<file path="src/rtl/dm_access_unit.sv">
// dm_access_unit: load/store unit between EX/MEM and a word-addressed data bus.
// Accepts one request per handshake. The request is issued as one or two bus beats,
// and the unit then returns a single response pulse.
// Optional feature macro: MISALIGN_SPLIT_EN.
//   - Defined: a misaligned half/word access is split into two bus beats.
//   - Undefined: a misaligned half/word access is rejected with an error response.
module dm_access_unit #(
    parameter int TIMEOUT = 16
) (
    input  logic        clk,
    input  logic        rst,
    input  logic        req_valid,
    output logic        req_ready,
    input  logic        req_we,
    input  logic [2:0]  req_dmtype,
    input  logic [31:0] req_addr,
    input  logic [31:0] req_wdata,
    output logic        rsp_valid,
    output logic [31:0] rsp_rdata,
    output logic        rsp_err,
    output logic        bus_req,
    output logic        bus_we,
    output logic [31:0] bus_addr,
    output logic [3:0]  bus_be,
    output logic [31:0] bus_wdata,
    input  logic        bus_gnt,
    input  logic        bus_rvalid,
    input  logic [31:0] bus_rdata
);

`ifdef MISALIGN_SPLIT_EN
    localparam bit SPLIT_EN = 1'b1;
`else
    localparam bit SPLIT_EN = 1'b0;
`endif

    localparam int CNT_W = $clog2(TIMEOUT);

    typedef enum logic [2:0] {IDLE, REQ0, WAIT0, REQ1, WAIT1, RESP} state_t;

    state_t state, state_next;

    logic             we_q;
    logic [2:0]       dmtype_q;
    logic [31:0]      addr_q;
    logic [31:0]      wdata_q;
    logic [31:0]      rdata0_q;
    logic [31:0]      rdata1_q;
    logic             err_q;
    logic             split_q;
    logic [CNT_W-1:0] cnt;

    logic             timeout_hit;
    logic             timeout_fire;
    logic             req_illegal;
    logic             req_misaligned;
    logic             decode_err;
    logic [7:0]       be_wide;
    logic [63:0]      wdata_wide;
    logic [63:0]      load_wide;
    logic [31:0]      load_data;

    // Byte-lane mask for the access size; stores with unsigned types use the signed size.
    function automatic logic [3:0] size_mask(input logic [2:0] t);
        case (t)
            3'b000:         size_mask = 4'b1111;
            3'b001, 3'b010: size_mask = 4'b0011;
            default:        size_mask = 4'b0001;
        endcase
    endfunction

    function automatic logic is_misaligned(input logic [2:0] t, input logic [1:0] off);
        case (t)
            3'b000:         is_misaligned = (off != 2'b00);
            3'b001, 3'b010: is_misaligned = off[0];
            default:        is_misaligned = 1'b0;
        endcase
    endfunction

    function automatic logic [31:0] extend(input logic [2:0] t, input logic [31:0] w);
        case (t)
            3'b000:  extend = w;
            3'b001:  extend = {{16{w[15]}}, w[15:0]};
            3'b010:  extend = {16'h0000, w[15:0]};
            3'b011:  extend = {{24{w[7]}}, w[7:0]};
            default: extend = {24'h000000, w[7:0]};
        endcase
    endfunction

    assign req_illegal    = (req_dmtype > 3'b100);
    assign req_misaligned = is_misaligned(req_dmtype, req_addr[1:0]);
    assign decode_err     = req_illegal || (req_misaligned && !SPLIT_EN);
    assign timeout_hit    = (cnt == CNT_W'(TIMEOUT - 1));

    // A two-word lane window: the low half feeds beat 0, the high half feeds beat 1.
    assign be_wide    = {4'b0000, size_mask(dmtype_q)} << addr_q[1:0];
    assign wdata_wide = {32'h0, wdata_q} << {addr_q[1:0], 3'b000};
    assign load_wide  = {rdata1_q, rdata0_q} >> {addr_q[1:0], 3'b000};
    assign load_data  = extend(dmtype_q, load_wide[31:0]);

    // State register; reset abandons any outstanding beat without responding.
    always_ff @(posedge clk or posedge rst) begin
        if (rst) state <= IDLE;
        else     state <= state_next;
    end

    // Next-state decode and bus/response outputs.
    always_comb begin
        state_next   = state;
        timeout_fire = 1'b0;
        req_ready    = 1'b0;
        rsp_valid    = 1'b0;
        rsp_rdata    = 32'h0;
        rsp_err      = 1'b0;
        bus_req      = 1'b0;
        bus_we       = 1'b0;
        bus_addr     = 32'h0;
        bus_be       = 4'b0000;
        bus_wdata    = 32'h0;
        case (state)
            IDLE: begin
                req_ready = 1'b1;
                if (req_valid) state_next = decode_err ? RESP : REQ0;
            end
            REQ0: begin
                bus_req   = 1'b1;
                bus_we    = we_q;
                bus_addr  = {addr_q[31:2], 2'b00};
                bus_be    = be_wide[3:0];
                bus_wdata = wdata_wide[31:0];
                if (bus_gnt) state_next = WAIT0;
                else if (timeout_hit) begin
                    state_next   = RESP;
                    timeout_fire = 1'b1;
                end
            end
            WAIT0: begin
                if (bus_rvalid) state_next = split_q ? REQ1 : RESP;
                else if (timeout_hit) begin
                    state_next   = RESP;
                    timeout_fire = 1'b1;
                end
            end
            REQ1: begin
                bus_req   = 1'b1;
                bus_we    = we_q;
                bus_addr  = {addr_q[31:2] + 30'd1, 2'b00};
                bus_be    = be_wide[7:4];
                bus_wdata = wdata_wide[63:32];
                if (bus_gnt) state_next = WAIT1;
                else if (timeout_hit) begin
                    state_next   = RESP;
                    timeout_fire = 1'b1;
                end
            end
            WAIT1: begin
                if (bus_rvalid) state_next = RESP;
                else if (timeout_hit) begin
                    state_next   = RESP;
                    timeout_fire = 1'b1;
                end
            end
            RESP: begin
                rsp_valid  = 1'b1;
                rsp_err    = err_q;
                rsp_rdata  = (err_q || we_q) ? 32'h0 : load_data;
                state_next = IDLE;
            end
            default: state_next = IDLE;
        endcase
    end

    // Request latch, beat capture and per-beat timeout counter.
    always_ff @(posedge clk or posedge rst) begin
        if (rst) begin
            we_q     <= 1'b0;
            dmtype_q <= 3'b000;
            addr_q   <= 32'h0;
            wdata_q  <= 32'h0;
            rdata0_q <= 32'h0;
            rdata1_q <= 32'h0;
            err_q    <= 1'b0;
            split_q  <= 1'b0;
            cnt      <= '0;
        end else begin
            if (state == IDLE && req_valid) begin
                we_q     <= req_we;
                dmtype_q <= req_dmtype;
                addr_q   <= req_addr;
                wdata_q  <= req_wdata;
                rdata0_q <= 32'h0;
                rdata1_q <= 32'h0;
                err_q    <= decode_err;
                split_q  <= req_misaligned && SPLIT_EN;
            end
            if (timeout_fire) err_q <= 1'b1;
            if (state == WAIT0 && bus_rvalid) rdata0_q <= bus_rdata;
            if (state == WAIT1 && bus_rvalid) rdata1_q <= bus_rdata;
            if ((state_next == REQ0 && state != REQ0) || (state_next == REQ1 && state != REQ1))
                cnt <= '0;
            else if (state inside {REQ0, WAIT0, REQ1, WAIT1})
                cnt <= cnt + CNT_W'(1);
        end
    end

endmodule

</file>
<file path="config.mk">
export PLATFORM = sky130hd
export DESIGN_NAME = dm_access_unit
export DESIGN_NICKNAME = d
export VERILOG_FILES = /design/src/rtl/dm_access_unit.sv
export SDC_FILE = /design/constraint.sdc
export NUM_CORES = 1
export LEC_CHECK = 0
export BUFFER_PORTS_ARGS = -buffer_cell sky130_fd_sc_hd__buf_2
export CAP_MARGIN = 20
export CORE_ASPECT_RATIO = 0.7
export CORE_UTILIZATION = 49
export DETAILED_ROUTE_END_ITERATION = 10
export PLACE_DENSITY = 0.78
export SLEW_MARGIN = 20
export SYNTH_ARGS = -nofsm -noshare
export SYNTH_HDL_FRONTEND = slang
export SYNTH_SLANG_ARGS = --single-unit
</file>
<file path="constraint.sdc">
create_clock -name clk -period 4.6 [get_ports clk]
set_clock_uncertainty 0.1 [all_clocks]
set_input_delay 0.92 -clock clk [delete_from_list [all_inputs] [get_ports clk]]
set_output_delay 0.92 -clock clk [all_outputs]
set_load 0.05 [all_outputs]
</file>
==> flow_metrics.tcl, run 1 <==
set metrics [dict create \
    status "finished, final reports clean" \
    drt-pass1-iter-count 8 \
    power.sequential.fraction 0.320 \
    drt_drc_violations_left 0 \
    routabilityCongestion 0.9277 \
    mostFrequentLayoutCells "sky130_fd_sc_hd__nand2_1, sky130_fd_sc_hd__buf_2, sky130_fd_sc_hd__dfrtp_1" \
    reg2regPathDepth 7 \
    hold_start "rdata0_q[3]" \
    ys_seq_area_frac 0.4155 \
    layout.core_utilization 0.6155 \
    finalWirelength_mm 24.89 \
    power_switching_w 0.003388 \
    grt_antenna_before_repair 2 \
    ctsResizeCount 0 \
    power.static_leakage_nw 4.736 \
    maximum_number_of_pins_on_one_net_before_global_route_repair 76 \
    setup-violations-final 0 \
    grt_first_pass_wirelength_mm 39.02 \
    clkTransAtPathRegs_ns 0.06 \
    synth_cells 965 \
    placeableCoreArea_um2 15690 \
    post_synth_num_cell_types 57 \
    max-slew-margin-rel 0.3594 \
    grt_most_used_layer "met2" \
    number_of_primary_i_o_pins 210 \
    groute.layer.met3.usage 0.07575 \
    worstPathRequired_ns 3.58 \
    clock_insertion_delay_worst_skew_ns 0.42 \
    grt_setup_unrepaired "false" \
    clock_sinks 132 \
    layout-drive-gt1-share 0.2489 \
    die-width_um 154.2 \
    path_max_fanout 19 \
    ant_nets 0 \
    crit_path_end_kind "output pin" \
    worstHoldEndpoint "rdata0_q[3]" \
    yosys_warnings 0 \
    netlist_area_before_placement_um2 7950 \
    grt_use_total 0.3021 \
    tritoncts "done" \
    timing.setup.tns_ns 0 \
    hold_viol_final 0 \
    synth_async_reset_ratio 1.000 \
    die-area_um2 16750 \
    r2r_end "wdata_q[27]" \
    final_count_of_pins_violating_max_slew 0 \
    critical_path_arrival_ns 3.29 \
    synth_top_cell_area_share 0.4155 \
    synth-edff-count 0 \
    hold_slack_ns 0.4005 \
    cts_setup_buffers 0 \
    ir_drop_mv 0.3688 \
    dominantRegCellSynth "sky130_fd_sc_hd__dfrtp_1" \
    global_route.overflow_total 0 \
    switching_share 0.4976 \
    mostFrequentLayoutCell "sky130_fd_sc_hd__nand2_1" \
    share_comb_of_total_power 0.496 \
    dieHeight_um 108.6 \
    synth-seq-cells 132 \
    holdPathStages 1 \
    synth.avg_cell_area_um2 8.238 \
    via_per_inst 5.952 \
    synth_area_leader_cell "sky130_fd_sc_hd__dfrtp_1" \
    grtUsageMet2 0.4354 \
    route.detailed.wl_per_inst_um 18.49 \
    num_rows 38 \
    post_cts_hold_buffers 0 \
    routed-via-count 8011 \
    critical_path_class "register to output pin" \
    internal_power_w 0.003421 \
    final_nets 1240 \
    pwr_per_cell_area_nw_per_um2 705.1 \
    clk_root_buffer_cell "sky130_fd_sc_hd__clkbuf_16" \
    layout_worst_path_cycle_share 0.9365 \
    max_freq_ghz 0.2321 \
    clk_pwr_share 0.184 \
    initial_utilization 0.5067 \
    worstSetupStartpoint "state[2]" \
    hold_path_class "register to register" \
    finalWorstPathRequiredPeriod_ns 4.308 \
    global_route.usage.met1 0.4353 \
    r2r_setup_slack_ns 2.25 \
    number_of_global_route_vias_before_repair 7302 \
    cts_made_buffers 17 \
    timing.rr.start "state[1]" \
    worst_slew_pin_slew_ns 0.9609 \
    clockBufferDepth 2 \
    h-tree-depth 4 \
    detailedPlacementHpwl_mm 17.53 \
    synth_area_leaders "sky130_fd_sc_hd__dfrtp_1, sky130_fd_sc_hd__nand2_1, sky130_fd_sc_hd__mux2i_1" \
    drv_cap 0 \
    setup.worst_path.start_class "register" \
    port_buffers 207 \
    syn_to_final_growth_pct 21.47 \
    drt_iter0_drc 886 \
]
Yosys cell counts, drive strengths merged (10+ instances only):
library cell	count
mux2i	51
nand4	10
inv	14
o31ai	10
or4	14
and2	12
dfrtp	132
nand2	279
o21ai	59
clkbuf	47
nand3	25
buf	26
a211oi	23
nor2	46
o22ai	10
a21oi	54
mux2	18
a22o	32
kinds of logic (layout without fill, tap and decap cells):
| group | count (synthesis) | count (layout) | share of synthesized area |
|---|---|---|---|
| other cells | 1 | 3 | 0.0004717 |
| xor+xnor | 13 | 13 | 0.01432 |
| compound gates | 216 | 216 | 0.1755 |
| mux | 72 | 72 | 0.09820 |
| simple gates | 442 | 442 | 0.2488 |
| flops | 132 | 132 | 0.4155 |
| buf+inv | 87 | 266 | 0.04407 |
| fa+ha+maj | 2 | 2 | 0.003147 |
per-layer routing:
layer | share of wire | vias to the layer above
li1 | - | 3721
met1 | 0.45 | 3789
met2 | 0.43 | 434
met3 | 0.097 | 65
met4 | 0.030 | 2
met5 | 0.00052 | -
critical path, stage by stage, from the launching register on:
cell and delay (ns):
sky130_fd_sc_hd__dfrtp_1 0.61, sky130_fd_sc_hd__nand2b_1 0.27, sky130_fd_sc_hd__inv_1 0.33, sky130_fd_sc_hd__nand3_1 0.40
sky130_fd_sc_hd__nor2_1 0.75, sky130_fd_sc_hd__o2bb2ai_1 0.20, sky130_fd_sc_hd__buf_2 0.30
flip-flops by register name (all words and copies together), names as in the netlist:
signal and count:
rdata0_q 32, rdata1_q 24, wdata_q 32, addr_q 32, dmtype_q 3, state 3
cnt 4, we_q 1, err_q 1
power by group through the flow:
stage	Sequential (W)	Clock, W	Combinational [W]
6_report	0.00218	0.00125	0.00337
5_1_grt	0.00224	0.00132	0.00366
4_1_cts	0.00215	0.00126	0.00334
3_5_place_dp	0.00216	0	0.00333
3_3_place_gp	0.00214	0	0.00326
2_1_floorplan	0.00192	0	0.00268
per-stage QoR:
step           std cells  power (W)  setup slack [ns]  cell area (µm²)
6_report            1346   0.006809            0.2922             9657
5_1_grt             1346   0.007224            0.1304             9657
4_1_cts             1345   0.006761            0.3455             9654
3_5_place_dp        1314   0.005490            0.7923             9111
3_3_place_gp        1313   0.005407            0.9042             9096
2_1_floorplan        966   0.004603           0.05395             7954
cell type report:
| type | instances | area (µm²) |
|---|---|---|
| clock buffer | 18 | 429.2 |
| fill | 1368 | 6033 |
| antenna | 1 | 2.502 |
| clock inverter | 13 | 113.9 |
| inverter | 14 | 55.05 |
| tap | 200 | 250.2 |
| timing repair buffer | 221 | 1174 |
| multi-input combinational | 747 | 4327 |
| sequential | 132 | 3306 |
worst max-delay path by stage:
stage	endpoint	slack, ns	cells past startpoint
after global placement	bus_wdata[1]	0.90	6
after CTS	bus_wdata[1]	0.35	6
after floorplan	addr_q[0]	0.05	1
final	bus_wdata[1]	0.29	6
after detailed placement	bus_wdata[1]	0.79	6
after global routing	bus_wdata[1]	0.13	6
No activity file was read; power rests on OpenSTA's default activity.
==> inputs of run 2 (changes only) <==
--- a/config.mk
+++ b/config.mk
@@ -10,6 +10,7 @@
 export CORE_ASPECT_RATIO = 0.7
 export CORE_UTILIZATION = 49
 export DETAILED_ROUTE_END_ITERATION = 10
+export GPL_TIMING_DRIVEN = 0
 export PLACE_DENSITY = 0.78
 export SLEW_MARGIN = 20
 export SYNTH_ARGS = -nofsm -noshare
==> run 2 against run 1 <==
Against the previous run:
- cell count is 4.5% higher
- die area stayed put
- clock power is 10% higher
- worst setup slack worse by 0.12 ns
- register-to-register slack worse by 0.51 ns
- worst hold slack worse by 0.045 ns
- design area is 2.2% higher
- count of clock-buffer cells in the layout stayed put
- sequential power is 4% lower
- power is 5.4% higher
==> flow_metrics.tcl, run 2 (synthesis results as in run 1) <==
set metrics [dict create \
    largest_registers "addr_q (32), rdata0_q (32), wdata_q (32)" \
    finalWirelength_mm 28.94 \
    detailedPlacementHpwl_mm 20.88 \
    final_count_of_pins_violating_max_slew 0 \
    grt_first_pass_wirelength_mm 43.82 \
    worst_slew_pin_slew_ns 0.8338 \
    clockBufferDepth 2 \
    worstSetupStartpoint "state[1]" \
    timing.rr.start "state[1]" \
    drt_iter0_drc 1175 \
    mostFrequentLayoutCells "sky130_fd_sc_hd__nand2_1, sky130_fd_sc_hd__buf_2, sky130_fd_sc_hd__dfrtp_1" \
    die-area_um2 16750 \
    antenna_fix_cells 0 \
    initial_utilization 0.5067 \
    global_route.overflow_total 0 \
    crit_path_end_kind "output pin" \
    timing.critical_path.cells "clkbuf_1 > or3b_2 > clkbuf_1 > nor2_1 > o21ai_0 > o21ai_0 > buf_2" \
    hold_path_class "input pin to asynchronous set/reset pin" \
    setup.worst_path.start_class "register" \
    via_per_inst 6.058 \
    die-width_um 154.2 \
    final_nets 1300 \
    routed-via-count 8518 \
    hold_viol_final 0 \
    number_of_primary_i_o_pins 210 \
    worstPathRequired_ns 3.58 \
    port_buffers 207 \
    final.setup.worst_slack_ns 0.1766 \
    layout.core_utilization 0.6289 \
    layout-drive-gt1-share 0.2363 \
    ant_nets 0 \
    critical_path_class "register to output pin" \
    layout_worst_path_cycle_share 0.9616 \
    setup-violations-final 0 \
    finalWorstPathRequiredPeriod_ns 4.423 \
    h-tree-depth 4 \
    clock_insertion_delay_worst_skew_ns 0.42 \
    cts_setup_buffers 0 \
    nFillCells 1386 \
    route.detailed.wl_per_inst_um 20.58 \
    clkTransAtPathRegs_ns 0.07 \
    grt_setup_unrepaired "false" \
    max-slew-margin-rel 0.4441 \
    num_rows 38 \
    crit_slowest_cell "sky130_fd_sc_hd__nor2_1" \
    drv_cap 0 \
    clk_root_buffer_cell "sky130_fd_sc_hd__clkbuf_16" \
    syn_to_final_growth_pct 24.11 \
    drt_drc_violations_left 0 \
    mostFrequentLayoutCell "sky130_fd_sc_hd__nand2_1" \
    dieHeight_um 108.6 \
    power.static_leakage_nw 4.822 \
    routabilityCongestion 1.001 \
    critical-path-max-stage-delay_ns 0.70 \
    drt-pass1-iter-count 6 \
    maximum_number_of_pins_on_one_net_before_global_route_repair 102 \
    pwr_per_cell_area_nw_per_um2 727.5 \
    tritoncts "done" \
    critical_path_arrival_ns 3.40 \
    cts_made_buffers 17 \
    place_worst_setup_slack_ns 0.8059 \
    clock_sinks 132 \
    status "finished, final reports clean" \
    path_max_fanout 10 \
    placeableCoreArea_um2 15690 \
    ctsResizeCount 0 \
    max_freq_ghz 0.2261 \
    grt_antenna_before_repair 0 \
    placedInstanceArea_um2 9275 \
    grt_use_total 0.3463 \
    design_power_total_w 0.007178 \
    post_cts_hold_buffers 0 \
    number_of_global_route_vias_before_repair 7927 \
    ir_drop_mv 0.3813 \
    stdcell_area_um2 9867 \
]
## run 2: where the power goes
| group | switching [W] | internal (W) |
|---|---|---|
| logic | 0.00259 | 0.00111 |
| clock network | 0.000566 | 0.000817 |
| registers | 0.000500 | 0.00160 |
| total | 0.00365 | 0.00352 |
## run 2: through the flow
| step | hold slack (ns) | setup TNS (ns) | instances |
|---|---|---|---|
| floorplan | 0.3584 | 0 | 966 |
| global placement | 0.3730 | -200.74 | 1373 |
| detailed placement | 0.3807 | 0 | 1374 |
| CTS | 0.3597 | 0 | 1406 |
| global route | 0.3627 | 0 | 1406 |
| finish | 0.3553 | 0 | 1406 |
## run 2: layer usage
| layer | GRT usage | part of all wire | up-vias | wire length, µm |
|---|---|---|---|---|
| met5 | 0 | 0 | - | 0 |
| met4 | 0.08643 | 0.018 | 0 | 510 |
| met3 | 0.1198 | 0.13 | 48 | 3771 |
| met2 | 0.4974 | 0.42 | 607 | 12150 |
| met1 | 0.4957 | 0.43 | 4019 | 12500 |
| li1 | - | - | 3844 | - |
## run 2: cell type report
| class | instances | area, µm² | share of cell area |
|---|---|---|---|
| repair buffers | 208 | 1064 | 0.1078 |
| well taps | 200 | 250.2 | 0.02536 |
| inverters | 14 | 60.06 | 0.006087 |
| clock buffers | 18 | 439.2 | 0.04451 |
| clock inverters | 14 | 152.6 | 0.01547 |
| flip-flops and latches | 132 | 3303 | 0.3348 |
| multi-input cells | 747 | 4300 | 0.4358 |
| plain buffers | 73 | 297.8 | 0.03018 |
## run 2: critical path: cells and delay by family, from the launching register on
| kind | cells | cell delay (ns) |
|---|---|---|
| flip-flops | 1 | 0.44 |
| buffers and inverters | 3 | 0.92 |
| AND/OR/NAND/NOR | 2 | 1.23 |
| AO/OA/AOI/OAI | 2 | 0.39 |
## run 2: final timing paths
kind	slack, ns	end	depth (start not counted)
worst max-delay path	0.18	bus_be[1]	7
worst min-delay path	0.36	addr_q[6]	2
worst max register to register	1.74	addr_q[3]	6
worst min register to register	0.40	rdata0_q[0]	1
max in group asynchronous	3.25	rdata0_q[19]	3
min in group clk	0.40	rdata0_q[0]	1
